==> src/rtl/seq_recorder_if.sv <==
// rtl/seq_recorder_if.sv - sequence RAM port A write bus between recorder and RAM
interface seq_recorder_if;
   logic [9:0] address_a;
   logic [9:0] data_a;
   logic       wren_a;

   modport master (output address_a, data_a, wren_a);
   modport slave  (input  address_a, data_a, wren_a);
endinterface

==> src/rtl/seq_recorder.sv <==
// rtl/seq_recorder.sv - records debounced switch words into the sequence RAM, one step per press
// Address layout {seq_num, step} matches the sequencer's read side.
module seq_recorder #(
   parameter int DEBOUNCE_CYCLES = 500000
) (
   input  logic                  CLK_50,
   input  logic                  reset,
   input  logic [5:0]            seq_num,
   input  logic [9:0]            SW,
   input  logic                  pb_rec,
   input  logic                  pb_clr,
   seq_recorder_if.master        ram,
   output logic [3:0]            step_num,
   output logic                  busy,
   output logic                  done
);

   localparam int CW = (DEBOUNCE_CYCLES < 2) ? 1 : $clog2(DEBOUNCE_CYCLES + 1);
   localparam logic [CW-1:0] CNT_LAST = CW'(DEBOUNCE_CYCLES - 1);

   typedef enum logic [1:0] {IDLE, WRITE, CLEAR} state_t;

   // Bit 0 is the record button, bit 1 the clear button.
   logic [1:0]         raw;
   logic [1:0]         s1_q, s2_q;
   logic [1:0]         db_q, db_d;
   logic [1:0]         press_q, press_d;
   logic [1:0][CW-1:0] cnt_q, cnt_d;
   logic               rec_p, clr_p;

   state_t     state_q, state_d;
   logic [5:0] seq_lat_q, seq_lat_d, seq_prev_q;
   logic [3:0] step_q, step_d, k_q, k_d, step_idle;
   logic [9:0] addr_q, addr_d, data_q, data_d;
   logic       wren_q, wren_d, busy_q, busy_d, done_q, done_d;

   assign raw   = {pb_clr, pb_rec};
   assign rec_p = press_q[0];
   assign clr_p = press_q[1];

   always_comb begin
      db_d  = db_q;
      cnt_d = '0;
      for (int i = 0; i < 2; i++) begin
         if (s2_q[i] != db_q[i]) begin
            if (cnt_q[i] == CNT_LAST) db_d[i] = s2_q[i];
            else                      cnt_d[i] = cnt_q[i] + 1'b1;
         end
      end
      // Only falling edges of the debounced level count as presses.
      press_d = db_q & ~db_d;
   end

   always_comb begin
      state_d   = state_q;
      seq_lat_d = seq_lat_q;
      step_d    = step_q;
      k_d       = k_q;
      addr_d    = addr_q;
      data_d    = data_q;
      wren_d    = 1'b0;
      busy_d    = 1'b0;
      done_d    = 1'b0;
      step_idle = (seq_num != seq_prev_q) ? 4'd0 : step_q;
      case (state_q)
         IDLE: begin
            step_d = step_idle;
            if (clr_p) begin
               state_d   = CLEAR;
               seq_lat_d = seq_num;
               step_d    = 4'd0;
               k_d       = 4'd0;
               addr_d    = {seq_num, 4'd0};
               data_d    = '0;
               wren_d    = 1'b1;
               busy_d    = 1'b1;
            end else if (rec_p) begin
               state_d   = WRITE;
               seq_lat_d = seq_num;
               addr_d    = {seq_num, step_idle};
               data_d    = SW;
               wren_d    = 1'b1;
            end
         end
         WRITE: begin
            step_d  = step_q + 4'd1;
            done_d  = (step_q == 4'd15);
            state_d = IDLE;
         end
         CLEAR: begin
            if (k_q == 4'd15) begin
               state_d = IDLE;
               done_d  = 1'b1;
               step_d  = 4'd0;
            end else begin
               k_d    = k_q + 4'd1;
               addr_d = {seq_lat_q, k_q + 4'd1};
               data_d = '0;
               wren_d = 1'b1;
               busy_d = 1'b1;
            end
         end
         default: state_d = IDLE;
      endcase
   end

   always_ff @(posedge CLK_50 or negedge reset) begin
      if (!reset) begin
         s1_q       <= '1;
         s2_q       <= '1;
         db_q       <= '1;
         cnt_q      <= '0;
         press_q    <= '0;
         state_q    <= IDLE;
         seq_lat_q  <= '0;
         seq_prev_q <= '0;
         step_q     <= '0;
         k_q        <= '0;
         addr_q     <= '0;
         data_q     <= '0;
         wren_q     <= 1'b0;
         busy_q     <= 1'b0;
         done_q     <= 1'b0;
      end else begin
         s1_q       <= raw;
         s2_q       <= s1_q;
         db_q       <= db_d;
         cnt_q      <= cnt_d;
         press_q    <= press_d;
         state_q    <= state_d;
         seq_lat_q  <= seq_lat_d;
         seq_prev_q <= seq_num;
         step_q     <= step_d;
         k_q        <= k_d;
         addr_q     <= addr_d;
         data_q     <= data_d;
         wren_q     <= wren_d;
         busy_q     <= busy_d;
         done_q     <= done_d;
      end
   end

   assign ram.address_a = addr_q;
   assign ram.data_a    = data_q;
   assign ram.wren_a    = wren_q;
   assign step_num      = step_q;
   assign busy          = busy_q;
   assign done          = done_q;

endmodule

==> src/flat_wrapper.sv <==
// flat-port wrapper written by rule: the top's interface ports become plain ports
module seq_recorder_flat 
#(
   parameter int DEBOUNCE_CYCLES = 500000
)
  (CLK_50, reset, seq_num, SW, pb_rec, pb_clr, step_num, busy, done, ram_address_a, ram_data_a, ram_wren_a);
  seq_recorder_if ram_i ();
  input  logic CLK_50;
  input  logic reset;
  input  logic [5:0] seq_num;
  input  logic [9:0] SW;
  input  logic pb_rec;
  input  logic pb_clr;
  output logic [3:0] step_num;
  output logic busy;
  output logic done;
  output wire logic [$bits(ram_i.address_a)-1:0] ram_address_a;
  output wire logic [$bits(ram_i.data_a)-1:0] ram_data_a;
  output wire logic [$bits(ram_i.wren_a)-1:0] ram_wren_a;
  assign ram_address_a = ram_i.address_a;
  assign ram_data_a = ram_i.data_a;
  assign ram_wren_a = ram_i.wren_a;
  seq_recorder #(.DEBOUNCE_CYCLES(DEBOUNCE_CYCLES)) u_core (.CLK_50(CLK_50), .reset(reset), .seq_num(seq_num), .SW(SW), .pb_rec(pb_rec), .pb_clr(pb_clr), .ram(ram_i), .step_num(step_num), .busy(busy), .done(done));
endmodule
==> config.mk <==
export PLATFORM = sky130hd
export DESIGN_NAME = seq_recorder_flat
export DESIGN_NICKNAME = d
export VERILOG_FILES = /design/src/rtl/seq_recorder_if.sv /design/src/rtl/seq_recorder.sv /design/src/flat_wrapper.sv
export SDC_FILE = /design/constraint.sdc
export NUM_CORES = 1
export LEC_CHECK = 0
export BUFFER_PORTS_ARGS = -buffer_cell sky130_fd_sc_hd__buf_4
export CAP_MARGIN = 20
export CORE_UTILIZATION = 50
export DETAILED_ROUTE_END_ITERATION = 6
export GPL_ROUTABILITY_DRIVEN = 0
export PLACE_DENSITY_LB_ADDON = 0.25
export SYNTH_ARGS = -nofsm -noshare
export SYNTH_HDL_FRONTEND = slang
export SYNTH_SLANG_ARGS = --single-unit
==> constraint.sdc <==
create_clock -name CLK_50 -period 2 [get_ports CLK_50]
set_input_delay 0.5 -clock CLK_50 [delete_from_list [all_inputs] [get_ports CLK_50]]
set_output_delay 0.5 -clock CLK_50 [all_outputs]
set_load 0.05 [all_outputs]
Yosys cells after proc, flatten, opt, wreduce, memory -nomap -nowiden
Cells that the tools add are included.

word-level totals
  word-level logic and storage cells = 81
  register bits = 91
  bits of input ports = 20

cells by class
  multiplexer cells = 37
  reduce and logical (&&, ||, !) cells = 9
  bitwise logic cells = 2
  equal/unequal tests = 13
  add/subtract/negate cells = 4

operator list
  kind                                                    number
  two-way mux 19 bit                                      4
  two-way mux 10 bit                                      6
  case mux 10 bit (2 select lines)                        2
  adder 19 x 1 -> 19 bit (second input constant)          2
  == test 19 bit (second input constant)                  2
  two-way mux 4 bit                                       5
  two-way mux 6 bit                                       2
  case mux 4 bit (3 select lines)                         1
  two-way mux 1 bit                                       9
  adder 4 x 1 -> 4 bit (second input constant)            2
  == test 4 bit (second input constant)                   2
  case mux 4 bit (2 select lines)                         1
  two-way mux 2 bit                                       3
  inequality test 6 bit                                   1
  case mux 1 bit (2 select lines)                         3
  AND reduction 2 bit                                     3
  AND reduction 3 bit                                     2
  inequality test 2 x 1 -> 1 bit (second input constant)  2
  case mux 2 bit (2 select lines)                         1
  nonzero test 2 bit                                      2
  inequality test 3 x 1 -> 1 bit (second input constant)  1
  nonzero test 3 bit                                      1
  AND 2 bit                                               1
  == test 2 x 1 -> 1 bit (second input constant)          1
  5 further kinds                                         6

Longest topological paths before layout
  depth after elaboration = 5
  mapped depth = 9
  gate-level depth less buffers = 6

Worst setup path before layout
Ideal clock, no wire load.

  path type = register to register
  from = register u_core.state_q[0]
  to = register u_core.addr_q[0], in the netlist u_core.ram.address_a[0]
  arrival time = 1908 ps
  cell stages (with the launch flop) = 9
  period minus slack after synthesis = 2028 ps
  path slack = -28 ps
  library setup time = 120 ps
  data required time = 1880 ps
  cells stage by stage = dfrtp_1 inv_1 ha_1 clkbuf_1 nand2b_1 o221a_2 clkbuf_1 mux2_2 a31o_2

between the ends
  longest elaborated chain between the ends = 3
  elaborated cells on any way between the ends = 7
  those cells by class = eq/ne (3); mux (1); reduce/logical (3)

RTL lines
  item                                                     line                 text
  start, declared                                          seq_recorder.sv:31   state_t state_q, state_d;
  start signal, assigned                                   seq_recorder.sv:130  state_q <= state_d;
  == test 2 bit / zero test 2 bit (equally long branches)  seq_recorder.sv:65   case (state_q)
  inequality test 2 bit (no line) (tied with other cells)  -
  AND reduction 3 bit (no line)                            -
  end signal, assigned                                     seq_recorder.sv:135  addr_q <= addr_d;
  end, declared                                            seq_recorder.sv:34   logic [9:0] addr_q, addr_d, data_q, data_d;

Several ways; a longest one is shown, not always the timed one.
A chain may end at the register's enable or synchronous reset.

Worst setup path in the final report
  from = register u_core.cnt_q[15] (netlist name)
  to = register u_core.db_q[0]

between the ends
  longest elaborated chain between the ends = 3

RTL lines
  item                      line                 text
  start, declared           seq_recorder.sv:28   logic [1:0][CW-1:0] cnt_q, cnt_d;
  start signal, assigned    seq_recorder.sv:128  cnt_q <= cnt_d;
  == test 19 bit            seq_recorder.sv:46   if (cnt_q[i] == CNT_LAST) db_d[i] = s2_q[i];
  two-way mux 1 bit         seq_recorder.sv:46
  two-way mux 1 bit         seq_recorder.sv:45   if (s2_q[i] != db_q[i]) begin
  named net u_core.db_d[0]  seq_recorder.sv:26   logic [1:0] db_q, db_d;
  end signal, assigned      seq_recorder.sv:111  db_q <= '1;
  end signal, assigned      seq_recorder.sv:127  db_q <= db_d;
  end, declared             seq_recorder.sv:26

The timed path passes the listed nets, and every way through them passes these cells.

==> impl_metrics.tcl <==
set metrics [dict create \
    wl_per_cell_um 13.9 \
    dp_slack_ps -35.1 \
    place_inst 564 \
    cts_max_path_buffers 2 \
    drv_slew 0 \
    hpwlAfterDp_um 5730 \
    reg2reg_depth 4 \
    hold-worst-slack_ps 143 \
    ys_seq_elements 91 \
    switching_share_pct 25.2 \
    cap_violations 0 \
    grt_max_degree 92 \
    synth.area.mux_share_pct 5.94 \
    io-pin-count 47 \
    cts_made_buffers 9 \
    ir_drop_uv 494 \
    critical_path_required_ps 2290 \
    drt_iter0_drc 163 \
    syn_area_mm2 0.00421 \
    antenna_found_initial 0 \
    rr_endpoint "u_core.db_q[0]$_DFF_PN1_" \
    yosysUniqueCellTypes 49 \
    clkTransAtPathRegs_ps 110 \
    final_cells 580 \
    drive_gt1_share_pct 28.0 \
    finalSetupViolCount 1 \
    skew_ps 15.6 \
    viasPerCell 5.36 \
    synth-compound-area-share_pct 7.85 \
    worstPathCellList "or4bb_1 -> or4_4 -> nor2_2 -> mux2_2" \
    synthFlopType "dfrtp_1" \
    powerDensity_mw_per_mm2 632 \
    grt.overflow.total 0 \
    root_buffer "clkbuf_8" \
    timing.rr.start "u_core.cnt_q[15]$_DFF_PN0_" \
    start_util_pct 51.5 \
    grt_usage_pct 19.6 \
    die_h_um 93.8 \
    slowest_stage "or4_4" \
    power_frac_comb_pct 4.5 \
    synth_xor_area_share_pct 7.07 \
    fmax_ghz 0.500 \
    violations "setup timing" \
    period_share_pct 100 \
    power_leakage_nw 2.29 \
    cts_tree "yes" \
    cpPeakStageDelay_ps 580 \
    hold_viol_final 0 \
    critPathBufInv 0 \
    grt_pass1_vias 3000 \
    worstMarginPinSlew_ps 596 \
    cp-end-kind "flop" \
    grt_first_pass_wirelength_um 13500 \
    synth_top_family_by_area "simple AND/OR/NAND/NOR gates" \
    drc_errors 0 \
    fin_nets 497 \
    placement_rows 33 \
    critical_path_arrival_ps 2290 \
    yosys_warnings 0 \
    dieArea_mm2 0.00879 \
    intPower_mw 2.42 \
    rsz0062_at_grt "yes" \
    synthAdderAreaFrac_pct 2.08 \
    synth_cells 391 \
    p_total_mw 3.24 \
    final_common_cell "dfrtp_1" \
    setup_ws_ps -0.780 \
    seq_area_frac_synth_pct 54.3 \
    cts.sinks 91 \
    synth-edff-count 0 \
    clk_latency_ps 370 \
    hold_path_class "input pin to asynchronous set/reset pin" \
    clock_power_share_pct 37.1 \
    hold_buffers 0 \
    core_mm2 0.00818 \
    dieWidth_um 93.8 \
    routed-via-count 3109 \
    cp-start-kind "flop" \
    wirelength_um 8050 \
    status "complete, but fails checks" \
    p_sw_mw 0.814 \
    cts_setup_buffers 0 \
    antenna_cells 0 \
    seq_power_share_pct 58.3 \
    crit_type "flop to flop" \
    drt-pass1-iter-count 4 \
    crit_family "simple AND/OR/NAND/NOR gates" \
    layout_common_cells "85 x dfrtp_1, 77 x buf_4, 39 x nand2_1" \
    synthArstFlopShare_pct 100 \
    period_minus_slack_ps 2000 \
    reg2reg_slack_ps -0.8 \
    crit_fanout 4 \
    final_antenna_net_count 0 \
    area_growth_pct 21.6 \
    syn_nets 418 \
    syn_avg_cell_area_um2 10.8 \
    relSlewSlack_pct 60.0 \
    yosys.area_share.simple_pct 20.1 \
    htreeDepth 3 \
    port_buffers 46 \
]
[registers in the layout (all words and copies together), names as in the netlist, 4 cells and up]
signal,count
u_core.step_num,4
u_core.seq_prev_q,6
u_core.k_q,4
u_core.ram.data_a,10
u_core.cnt_q,38
u_core.seq_lat_q,6
u_core.ram.address_a,10
[Yosys cell counts, types with 4 or more instances]
cell | instances | area share [%]
a31o_2 | 4 | 0.83
clkbuf_1 | 7 | 0.62
nand3_1 | 26 | 3.1
xnor2_1 | 19 | 4.0
and2_1 | 6 | 0.89
nand4_1 | 11 | 1.6
inv_1 | 14 | 1.2
nand2_1 | 39 | 3.5
mux2i_1 | 7 | 1.7
or4_1 | 7 | 1.2
o31ai_1 | 5 | 0.89
dfrtp_1 | 85 | 51
xor2_1 | 15 | 3.1
ha_1 | 7 | 2.1
o21ai_0 | 12 | 1.4
and3_1 | 4 | 0.59
mux2_2 | 16 | 4.3
dfstp_2 | 6 | 3.7
nor3_1 | 6 | 0.71
or3_1 | 5 | 0.74
a21oi_1 | 15 | 1.8
nor2_1 | 34 | 3.0
[what timing repair did]
| action | 4_1_cts | 5_1_grt |
|---|---|---|
| resized for setup | 2 | 2 |
| pin swaps | 1 | 0 |
| setup endpoints to repair | 8 | 41 |
[per-stage QoR]
| stage | instance area (µm²) | TNS, ps | util, % |
|---|---|---|---|
| floorplan | 4210 | 0 | - |
| global placement | 4920 | 0 | 60.2 |
| detailed placement | 4920 | -55.5 | 60.2 |
| global route | 5120 | -1170 | 62.6 |
| finish | 5120 | -0.780 | 62.6 |
| CTS | 5120 | 0 | 62.6 |
[area by class of cell]
type                    count  area (µm²)
multi-input cells         274        1820
repair buffers             80         638
well taps                 105         131
fillers                   673        3060
inverters                  14        52.6
clock buffers               9         124
flip-flops and latches     91        2280
clock inverters             7        67.6
[worst max path at each step]
stage | to | from | cells after the start
finish | u_core.db_q[0]$_DFF_PN1_ | u_core.cnt_q[15]$_DFF_PN0_ | 4
global route | u_core.cnt_q[15]$_DFF_PN0_ | u_core.cnt_q[15]$_DFF_PN0_ | 5
CTS | u_core.cnt_q[15]$_DFF_PN0_ | u_core.cnt_q[10]$_DFF_PN0_ | 5
detailed placement | u_core.db_q[0]$_DFF_PN1_ | u_core.cnt_q[10]$_DFF_PN0_ | 4
global placement | u_core.db_q[1]$_DFF_PN1_ | u_core.cnt_q[33]$_DFF_PN0_ | 4
floorplan | u_core.cnt_q[7]$_DFF_PN0_ | u_core.cnt_q[10]$_DFF_PN0_ | 5
[cell families after synthesis]
logic type | after synthesis
AO/OA/AOI/OAI | 49
XOR/XNOR | 34
adder cells (fa/ha/maj) | 7
buffers and inverters | 26
flip-flops | 91
multiplexers | 23
AND/OR/NAND/NOR | 161
[layer usage]
metal / GRT usage [%] / part of all wire (%) / vias up
met5: 0 / 0 / -
li1: - / - / 1529
met4: 7.44 / 1.2 / 0
met2: 32.1 / 49 / 46
met3: 4.05 / 2.7 / 7
met1: 25.4 / 47 / 1527
[power groups by stage]
stage	Sequential [mW]	Clock (mW)	Combinational (mW)
detailed placement	1.92	0	0.151
floorplan	1.92	0	0.0533
finish	1.89	1.20	0.147
global route	1.89	1.32	0.167
global placement	1.92	0	0.148
CTS	1.89	1.24	0.151
No activity file was read; power rests on OpenSTA's default activity.
